`src/rtl/vram_pkg.sv`:
```
// ============================================================================
// Module : vram_pkg
// Brief  : Shared widths, memory map constants and FSM encoding for the VRAM
//          arbiter.
// Rev    : 1.0  initial release
// ============================================================================
`default_nettype none

package vram_pkg;

    localparam int unsigned ADDR_W     = 15;
    localparam int unsigned DATA_W     = 32;
    localparam int unsigned VRAM_WORDS = 21504;

    // Bus-side locations of the TV slave, kept here so xbus glue shares them.
    localparam logic [21:0] TV_REG_BASE = 22'o17377760;
    localparam logic [21:0] FB_BASE     = 22'o17000000;

    typedef enum logic [1:0] {
        ST_IDLE   = 2'd0,
        ST_CPU_RD = 2'd1,
        ST_CPU_WR = 2'd2,
        ST_VGA_RD = 2'd3
    } state_e;

    function automatic logic addr_in_range(input logic [ADDR_W-1:0] addr,
                                           input int unsigned       words);
        return ({17'd0, addr} < words);
    endfunction

endpackage

`default_nettype wire

```
`src/rtl/vram_cpu_latch.sv`:
```
// ============================================================================
// Module : vram_cpu_latch
// Brief  : Single pending slot for CPU strobes; drops strobes while occupied,
//          a write wins over a simultaneous read.
// Rev    : 1.0  initial release
// ============================================================================
`default_nettype none

module vram_cpu_latch
    import vram_pkg::*;
(
    input  logic              clk,
    input  logic              reset,
    input  logic [ADDR_W-1:0] addr_i,
    input  logic [DATA_W-1:0] wdata_i,
    input  logic              rd_i,
    input  logic              wr_i,
    input  logic              clear_i,
    output logic              valid_o,
    output logic              write_o,
    output logic [ADDR_W-1:0] addr_o,
    output logic [DATA_W-1:0] wdata_o
);

    logic              valid_q, valid_d;
    logic              write_q, write_d;
    logic [ADDR_W-1:0] addr_q,  addr_d;
    logic [DATA_W-1:0] wdata_q, wdata_d;

    always_comb begin
        valid_d = valid_q;
        write_d = write_q;
        addr_d  = addr_q;
        wdata_d = wdata_q;
        if (clear_i) begin
            valid_d = 1'b0;
        end else if (!valid_q && (rd_i || wr_i)) begin
            valid_d = 1'b1;
            write_d = wr_i;
            addr_d  = addr_i;
            wdata_d = wdata_i;
        end
    end

    always_ff @(posedge clk or posedge reset) begin
        if (reset) begin
            valid_q <= 1'b0;
            write_q <= 1'b0;
            addr_q  <= '0;
            wdata_q <= '0;
        end else begin
            valid_q <= valid_d;
            write_q <= write_d;
            addr_q  <= addr_d;
            wdata_q <= wdata_d;
        end
    end

    assign valid_o = valid_q;
    assign write_o = write_q;
    assign addr_o  = addr_q;
    assign wdata_o = wdata_q;

endmodule

`default_nettype wire

```
`src/rtl/vram_arbiter.sv`:
```
// ============================================================================
// Module : vram_arbiter
// Brief  : Arbitrates CPU strobes and video scanout reads onto one synchronous
//          single-port VRAM. Optional CPU fairness via `VRAM_FAIR_EN.
// Rev    : 1.0  initial release
// ============================================================================
`default_nettype none

module vram_arbiter
    import vram_pkg::*;
#(
    parameter int unsigned MEM_LATENCY   = 2,
    parameter int unsigned VRAM_WORDS    = vram_pkg::VRAM_WORDS,
    parameter int unsigned MAX_VGA_BURST = 4
) (
    input  logic              clk,
    input  logic              reset,
    input  logic [ADDR_W-1:0] vram_addr,
    input  logic [DATA_W-1:0] vram_data_out,
    input  logic              vram_req,
    input  logic              vram_write,
    output logic [DATA_W-1:0] vram_data_in,
    output logic              vram_ready,
    output logic              vram_done,
    output logic              vram_busy,
    input  logic [ADDR_W-1:0] vga_addr,
    input  logic              vga_req,
    output logic [DATA_W-1:0] vga_data,
    output logic              vga_ready,
    output logic [ADDR_W-1:0] mem_addr,
    output logic [DATA_W-1:0] mem_wdata,
    output logic              mem_en,
    output logic              mem_we,
    input  logic [DATA_W-1:0] mem_rdata
);

    localparam logic [2:0] C_LAT = 3'(MEM_LATENCY);

    state_e            state_q;
    logic [2:0]        lat_q;
    logic              mem_en_q, mem_we_q;
    logic [ADDR_W-1:0] mem_addr_q;
    logic [DATA_W-1:0] mem_wdata_q;
    logic              vram_ready_q, vram_done_q, vga_ready_q;
    logic [DATA_W-1:0] vram_data_q, vga_data_q;

    logic              w_pend_valid, w_pend_write;
    logic [ADDR_W-1:0] w_pend_addr;
    logic [DATA_W-1:0] w_pend_wdata;
    logic              w_pend_in_range;
    logic              w_cpu_done;
    logic              w_cpu_force;
    logic              w_grant_vga;

    assign w_cpu_done = (state_q == ST_CPU_WR) ||
                        ((state_q == ST_CPU_RD) && (lat_q == 3'd0));

    vram_cpu_latch u_latch (
        .clk     (clk),
        .reset   (reset),
        .addr_i  (vram_addr),
        .wdata_i (vram_data_out),
        .rd_i    (vram_req),
        .wr_i    (vram_write),
        .clear_i (w_cpu_done),
        .valid_o (w_pend_valid),
        .write_o (w_pend_write),
        .addr_o  (w_pend_addr),
        .wdata_o (w_pend_wdata)
    );

    assign w_pend_in_range = addr_in_range(w_pend_addr, VRAM_WORDS);

`ifdef VRAM_FAIR_EN
    localparam logic [2:0] C_BURST = 3'(MAX_VGA_BURST);
    logic [2:0] burst_q;

    assign w_cpu_force = w_pend_valid && (burst_q >= C_BURST);

    // Counts video grants made while the CPU slot is occupied.
    always_ff @(posedge clk or posedge reset) begin
        if (reset) begin
            burst_q <= 3'd0;
        end else if (!w_pend_valid) begin
            burst_q <= 3'd0;
        end else if (state_q == ST_IDLE) begin
            burst_q <= w_grant_vga ? burst_q + 3'd1 : 3'd0;
        end
    end
`else
    assign w_cpu_force = 1'b0;
`endif

    assign w_grant_vga = vga_req && !w_cpu_force;

    always_ff @(posedge clk or posedge reset) begin
        if (reset) begin
            state_q      <= ST_IDLE;
            lat_q        <= 3'd0;
            mem_en_q     <= 1'b0;
            mem_we_q     <= 1'b0;
            mem_addr_q   <= '0;
            mem_wdata_q  <= '0;
            vram_ready_q <= 1'b0;
            vram_done_q  <= 1'b0;
            vga_ready_q  <= 1'b0;
            vram_data_q  <= '0;
            vga_data_q   <= '0;
        end else begin
            mem_en_q     <= 1'b0;
            mem_we_q     <= 1'b0;
            vram_ready_q <= 1'b0;
            vram_done_q  <= 1'b0;
            vga_ready_q  <= 1'b0;
            case (state_q)
                ST_IDLE: begin
                    if (w_grant_vga) begin
                        state_q    <= ST_VGA_RD;
                        mem_en_q   <= 1'b1;
                        mem_addr_q <= vga_addr;
                        lat_q      <= C_LAT;
                    end else if (w_pend_valid) begin
                        // Out-of-range requests walk the same states without touching RAM.
                        state_q     <= w_pend_write ? ST_CPU_WR : ST_CPU_RD;
                        mem_en_q    <= w_pend_in_range;
                        mem_we_q    <= w_pend_in_range && w_pend_write;
                        mem_addr_q  <= w_pend_addr;
                        mem_wdata_q <= w_pend_wdata;
                        lat_q       <= C_LAT;
                    end
                end
                ST_CPU_WR: begin
                    vram_done_q <= 1'b1;
                    state_q     <= ST_IDLE;
                end
                ST_CPU_RD: begin
                    if (lat_q == 3'd0) begin
                        vram_ready_q <= 1'b1;
                        vram_data_q  <= w_pend_in_range ? mem_rdata : '0;
                        state_q      <= ST_IDLE;
                    end else begin
                        lat_q <= lat_q - 3'd1;
                    end
                end
                ST_VGA_RD: begin
                    if (lat_q == 3'd0) begin
                        vga_ready_q <= 1'b1;
                        vga_data_q  <= mem_rdata;
                        state_q     <= ST_IDLE;
                    end else begin
                        lat_q <= lat_q - 3'd1;
                    end
                end
                default: state_q <= ST_IDLE;
            endcase
        end
    end

    assign vram_data_in = vram_data_q;
    assign vram_ready   = vram_ready_q;
    assign vram_done    = vram_done_q;
    assign vram_busy    = w_pend_valid;
    assign vga_data     = vga_data_q;
    assign vga_ready    = vga_ready_q;
    assign mem_addr     = mem_addr_q;
    assign mem_wdata    = mem_wdata_q;
    assign mem_en       = mem_en_q;
    assign mem_we       = mem_we_q;

endmodule

`default_nettype wire

```
`config.mk`:
```
export PLATFORM = sky130hd
export DESIGN_NAME = vram_arbiter
export DESIGN_NICKNAME = d
export VERILOG_FILES = /design/src/rtl/vram_pkg.sv /design/src/rtl/vram_cpu_latch.sv /design/src/rtl/vram_arbiter.sv
export SDC_FILE = /design/constraint.sdc
export NUM_CORES = 1
export LEC_CHECK = 0
export CORE_AREA = 8 8 137 127
export DETAILED_ROUTE_END_ITERATION = 6
export DIE_AREA = 0 0 145 135
export GPL_ROUTABILITY_DRIVEN = 0
export PLACE_DENSITY = 0.8
export SLEW_MARGIN = 20
export SYNTH_ARGS = -nofsm -noshare
export SYNTH_HDL_FRONTEND = slang
export SYNTH_SLANG_ARGS = --single-unit
```
`constraint.sdc`:
```
create_clock -name clk -period 6.4 [get_ports clk]
set_input_delay 1.28 -clock clk [delete_from_list [all_inputs] [get_ports clk]]
set_output_delay 1.28 -clock clk [all_outputs]
set_load 0.02 [all_outputs]
```
Word-level counts from Yosys, hierarchy flattened
Index checks and enable logic that the tools add are counted.
{"block": "op_classes", "add_sub_neg": 1, "n_mul": 0, "div": 0, "magnitude_cmp": 1, "n_eq_ne": 6, "shift": 0, "n_mux": 24, "n_bitwise": 2, "n_reduce_logical": 19}
{"cell": "32-bit 2-to-1 mux", "n": 1}
{"cell": "15-bit 2-to-1 mux", "n": 2}
{"cell": "15-bit < comparator, second input constant", "n": 1}
{"cell": "1-bit 2-to-1 mux", "n": 12}
{"cell": "2-bit AND reduction", "n": 5}
{"cell": "3-bit 2-to-1 mux", "n": 3}
{"cell": "2-bit 2-to-1 mux", "n": 4}
{"cell": "2-bit case mux with 3 select lines", "n": 1}
{"cell": "3-bit case mux with 2 select lines", "n": 1}
{"cell": "3-bit AND reduction", "n": 2}
{"cell": "2-bit nonzero test", "n": 3}
{"cell": "2-bit == test, second input constant", "n": 2}
{"cell": "1-bit logical AND", "n": 3}
{"cell": "3-bit zero test", "n": 1}
{"cell": "3-bit by 2-bit != test with 1-bit output, second input constant", "n": 1}
{"cell": "3-bit by 1-bit subtractor with 3-bit output, second input constant", "n": 1}
{"cell": "2-bit by 1-bit == test with 1-bit output, second input constant", "n": 1}
{"cell": "2-bit zero test", "n": 1}
{"cell": "1-bit logical OR", "n": 2}
{"cell": "2-bit by 1-bit != test with 1-bit output, second input constant", "n": 1}
{"cell": "2-bit != test, second input constant", "n": 1}
{"cell": "1-bit NOT", "n": 2}
{"cell": "2-bit OR reduction", "n": 1}
{"cell": "1-bit zero test", "n": 1}
{"block": "totals", "reg_bits": 170, "latch_bits": 0, "ram_bits": 0, "romBits": 0, "inputBits": 99, "wordCells": 68, "mem_count": 0}

Depth between registers and ports, before layout
{"block": "logic_depth", "ltp_word": 5, "ltp_mapped": 10, "mapped_depth_nobuf": 8}

Hierarchy
From an unflattened synthesis, not the netlist that was laid out.
{"block": "hier_totals", "hier_cells": 496, "area_unflattened_um2": 6806.5}
{"mod": "vram_arbiter", "n_inst": 1, "cells_per_inst": 388, "area_each_um2": 4819.6, "seq_area_each_um2": 3027.9}
{"mod": "vram_cpu_latch", "n_inst": 1, "cells_per_inst": 108, "area_each_um2": 1986.9, "seq_area_each_um2": 1226.2}

Least setup slack after synthesis
OpenSTA, ideal clock, no wires.
{"block": "synth_timing", "kind": "in2reg", "startpoint": "in vga_req", "endpoint": "reg mem_wdata_q[10], in the netlist mem_wdata[10]", "setup_time_ps": 125, "arrival_ps": 2465, "slack_ps": 3811, "stages": 4, "path_buffers": 2, "cell_sequence": "buf_2 nor4b_4 buf_2 mux2_2"}
{"block": "synth_via", "elab_chain_cells": 2}
{"item": "start: declaration", "line_no": "vram_arbiter.sv:27", "text": "input logic vga_req,"}
{"item": "1-bit NOT (no line)"}
{"item": "3-bit AND reduction (no line)"}
{"item": "end signal: assignment", "line_no": "vram_arbiter.sv:128", "text": "mem_wdata_q <= w_pend_wdata;"}
{"item": "end: declaration", "line_no": "vram_arbiter.sv:43", "text": "logic [DATA_W-1:0] mem_wdata_q;"}
Every way passes these cells.
A chain may end at the register's enable or synchronous reset.

Worst setup path after layout
{"block": "layout_timing", "startpoint": "reg lat_q[0]", "endpoint": "reg u_latch.addr_q[11], in the netlist u_latch.addr_o[11]"}
{"block": "layout_via", "elab_chain_cells": 5}
{"item": "start: declaration", "line_no": "vram_arbiter.sv:40", "text": "logic [2:0] lat_q;"}
{"item": "start signal: assignment", "line_no": "vram_arbiter.sv:142", "text": "lat_q <= lat_q - 3'd1;"}
{"item": "start signal: assignment", "line_no": "vram_arbiter.sv:151", "text": "lat_q <= lat_q - 3'd1;"}
{"item": "3-bit zero test", "line_no": "vram_arbiter.sv:56", "text": "((state_q == ST_CPU_RD) && (lat_q == 3'd0));"}
{"item": "1-bit logical AND", "line_no": "vram_arbiter.sv:56"}
{"item": "1-bit logical OR", "line_no": "vram_arbiter.sv:55", "text": "assign w_cpu_done = (state_q == ST_CPU_WR) ||"}
{"item": "1-bit NOT (no line)"}
{"item": "2-bit AND reduction (no line)"}
{"item": "end signal: assignment", "line_no": "vram_cpu_latch.sv:54", "text": "addr_q <= addr_d;"}
{"item": "end: declaration", "line_no": "vram_cpu_latch.sv:27", "text": "logic [ADDR_W-1:0] addr_q, addr_d;"}
Every way passes these cells.

==> flow_metrics.env <==
export IMPL_numCtsBuffers=17
export IMPL_clockRootBuffer="clkbuf_16"
export IMPL_r2r_start="lat_q[0]"
export IMPL_timing_final_crit_share=0.463
export IMPL_dr_pass1_iters=5
export IMPL_reg2reg_slack_ns=3.44
export IMPL_place_area_um2=9050
export IMPL_remaining_drc_errors=0
export IMPL_setup_viol=0
export IMPL_cp_startpoint="lat_q[0]"
export IMPL_yosysWarnings=0
export IMPL_max_stage_delay_ns=0.72
export IMPL_critPathArrivalTime_ns=3.26
export IMPL_maxUsedRoutingLayer="met4"
export IMPL_drtAntennaViolNets=0
export IMPL_crit_chain="inv_1, ha_1, nor2b_2, nand3b_4, inv_4, nor3_4, o21a_4, mux2_2"
export IMPL_grt_pass1_wl_um=27300
export IMPL_ctsResizeCount=0
export IMPL_grt_setup_unrepaired="false"
export IMPL_hold_depth=2
export IMPL_p_leak_nw=4.33
export IMPL_cts_clk_slew_worst_paths_ns=0.06
export IMPL_synth_area_um2=6770
export IMPL_diodes=0
export IMPL_timing_max_cap_violations=0
export IMPL_drt_iter0_markers=170
export IMPL_yosysSeqAreaShare=0.628
export IMPL_endpoint="u_latch.addr_o[11]"
export IMPL_nets=803
export IMPL_cp_num_buf_inv=2
export IMPL_syn_to_final_growth_pct=43.5
export IMPL_layout_commonest_cell="clkdlybuf4s50_1"
export IMPL_fp_dieW_um=145
export IMPL_clk_path_buf_depth=2
export IMPL_ios=216
export IMPL_rr_worst_depth=8
export IMPL_outcome="completed"
export IMPL_hold_viol=0
export IMPL_syn_area_per_cell_um2=13.8
export IMPL_fmax_mhz=338
export IMPL_crit_type="reg -> reg"
export IMPL_syn_nets=591
export IMPL_synth_seq_cells=170
export IMPL_layout_drive_gt1_share=0.212
export IMPL_worstPathRequired_ns=6.70
export IMPL_max_slew_margin=0.429
export IMPL_ir_drop_mv=0.302
export IMPL_crit_path_start_kind="flip-flop"
export IMPL_rows=43
export IMPL_finClkSkew_ns=0.00548
export IMPL_antenna_found_initial=0
export IMPL_synth_main_ff_cell="dfrtp_1"
export IMPL_coreArea_um2=15000
export IMPL_grt_max_degree=116
export IMPL_die_area_um2=19600
export IMPL_numPortBuffers=215
export IMPL_finalCriticalPeriod_ns=2.96
export IMPL_crit_path_top_delay_cell="o21a_4"
export IMPL_wl_um=16900
export IMPL_worstMarginPinSlew_ns=0.857
export IMPL_clock_latency_ns=0.42
export IMPL_die_y_um=135
export IMPL_synth_area_leaders="dfrtp_1 (63%), mux2_2 (13%), mux2_4 (6.6%), nand2_1 (4.5%), nand3_1 (2.6%)"
export IMPL_async_flop_share=1.00
export IMPL_setup_tns_ns=0
export IMPL_r2r_end="u_latch.addr_o[11]"
export IMPL_path_depth=8
export IMPL_critPathTopFamily="simple AND/OR/NAND/NOR gates"
export IMPL_post_cts_buffers=0
export IMPL_drt_wirelength_per_cell_um=18.5
export IMPL_drt_met1_wl_um=6870
export IMPL_ys_types=37
export IMPL_hold_slack_ns=0.483
export IMPL_cts_tree="yes"
export IMPL_crit_path_end_kind="flip-flop"
export IMPL_wl_met3_um=1360
export IMPL_htreeDepth=4
export IMPL_final_cell_mix="clkdlybuf4s50_1 (215), dfrtp_1 (170), nand2_1 (82), mux2_2 (78), nand3_1 (35)"
export IMPL_cellPowerDensity_nw_per_um2=557
export IMPL_fin_area_um2=9720
export IMPL_grtUsageTotal=0.175
export IMPL_grt_pass1_vias=5239
export IMPL_synth_edff_count=0
export IMPL_synth_top_area_share=0.628
export IMPL_wl_met2_um=8320
export IMPL_report_final_slew_viol_count=0
export IMPL_yosys_area_top_type="dfrtp_1"
export IMPL_vias=4548
export IMPL_via_per_inst=4.97
export IMPL_hpwl_um=12000
export IMPL_overflow=0
export IMPL_postCtsHoldBufs=0
export IMPL_syn_inst=490
export IMPL_hp_class="reg -> reg"
export IMPL_cts_sinks=170
export IMPL_worstPathMaxFanout=47
export IMPL_start_util=0.451
[where the power goes]
group          switching (mW)  leakage, nW  internal (mW)  total [mW]
registers               0.332         2.05           1.61        1.94
logic                    1.11         1.96           1.21        2.32
clock network           0.407        0.319          0.740        1.15
total                    1.85         4.33           3.56        5.41
[worst min path at each step]
stage / from / end / slack (ns)
final: vram_data_in[30] / vram_data_in[30] / 0.48
after detailed placement: vram_data_in[17] / vram_data_in[17] / 0.47
after floorplan: lat_q[0] / lat_q[0] / 0.46
after CTS: vram_data_in[17] / vram_data_in[17] / 0.48
after global routing: mem_wdata[13] / mem_wdata[13] / 0.50
after global placement: vram_data_in[8] / vram_data_in[8] / 0.46
[layout make-up]
cell class,instances,area (um^2)
clock inverter,11,219
tap,202,253
sequential,170,4250
multi-input combinational,287,2330
fill,1065,5290
clock buffer,19,443
inverter,6,32.5
timing repair buffer,220,2190
[metrics by stage]
stage / setup slack, ns / util / total power, mW / std cells
global route: 3.23 / 0.647 / 5.70 / 915
CTS: 3.39 / 0.647 / 5.47 / 915
finish: 3.44 / 0.647 / 5.41 / 915
floorplan: 0.517 / - / 3.25 / 490
detailed placement: 3.02 / 0.603 / 4.30 / 885
global placement: 3.15 / 0.603 / 4.21 / 885
[worst register-to-register path: stages, from the launching register on]
cell	delay, ns
dfrtp_1	0.37
inv_1	0.07
ha_1	0.20
nor2b_2	0.18
nand3b_4	0.32
inv_4	0.26
nor3_4	0.29
o21a_4	0.72
mux2_2	0.44
[state kept, by name, indices dropped and copies added, names as in the netlist, 2 cells and up]
register,flops
mem_wdata,32
u_latch.wdata_o,32
vga_data,32
vram_data_in,32
mem_addr,15
u_latch.addr_o,15
lat_q,3
state_q,2
[synthesized netlist by cell type, types with 2 or more instances]
| library cell | count |
|---|---|
| a21oi_1 | 2 |
| buf_12 | 3 |
| buf_2 | 8 |
| buf_4 | 3 |
| clkbuf_1 | 11 |
| dfrtp_1 | 170 |
| ha_1 | 2 |
| inv_1 | 5 |
| mux2_1 | 3 |
| mux2_2 | 78 |
| mux2_4 | 30 |
| mux2i_1 | 14 |
| nand2_1 | 82 |
| nand3_1 | 35 |
| nor2_1 | 3 |
| nor3_1 | 3 |
| o21a_1 | 2 |
| o21ai_0 | 16 |
| o21ai_1 | 2 |
[metal layers]
layer / vias up / global-route usage
met4: 0 / 0.0730
li1: 2106 / -
met3: 28 / 0.0746
met5: - / 0
met2: 165 / 0.293
met1: 2249 / 0.194
[kinds of logic (layout without fill, tap and decap cells)]
family	after synthesis	after routing	synth area share
xor gates and xnor gates	1	1	0.00129
DFF	170	170	0.628
muxes	125	125	0.222
and+or+nand+nor	132	132	0.0901
adders and majority gates	2	2	0.00369
buffers and inverters	33	256	0.0307
AOI/OAI and AO/OA	27	27	0.0244
No activity file was read; power rests on OpenSTA's default activity.
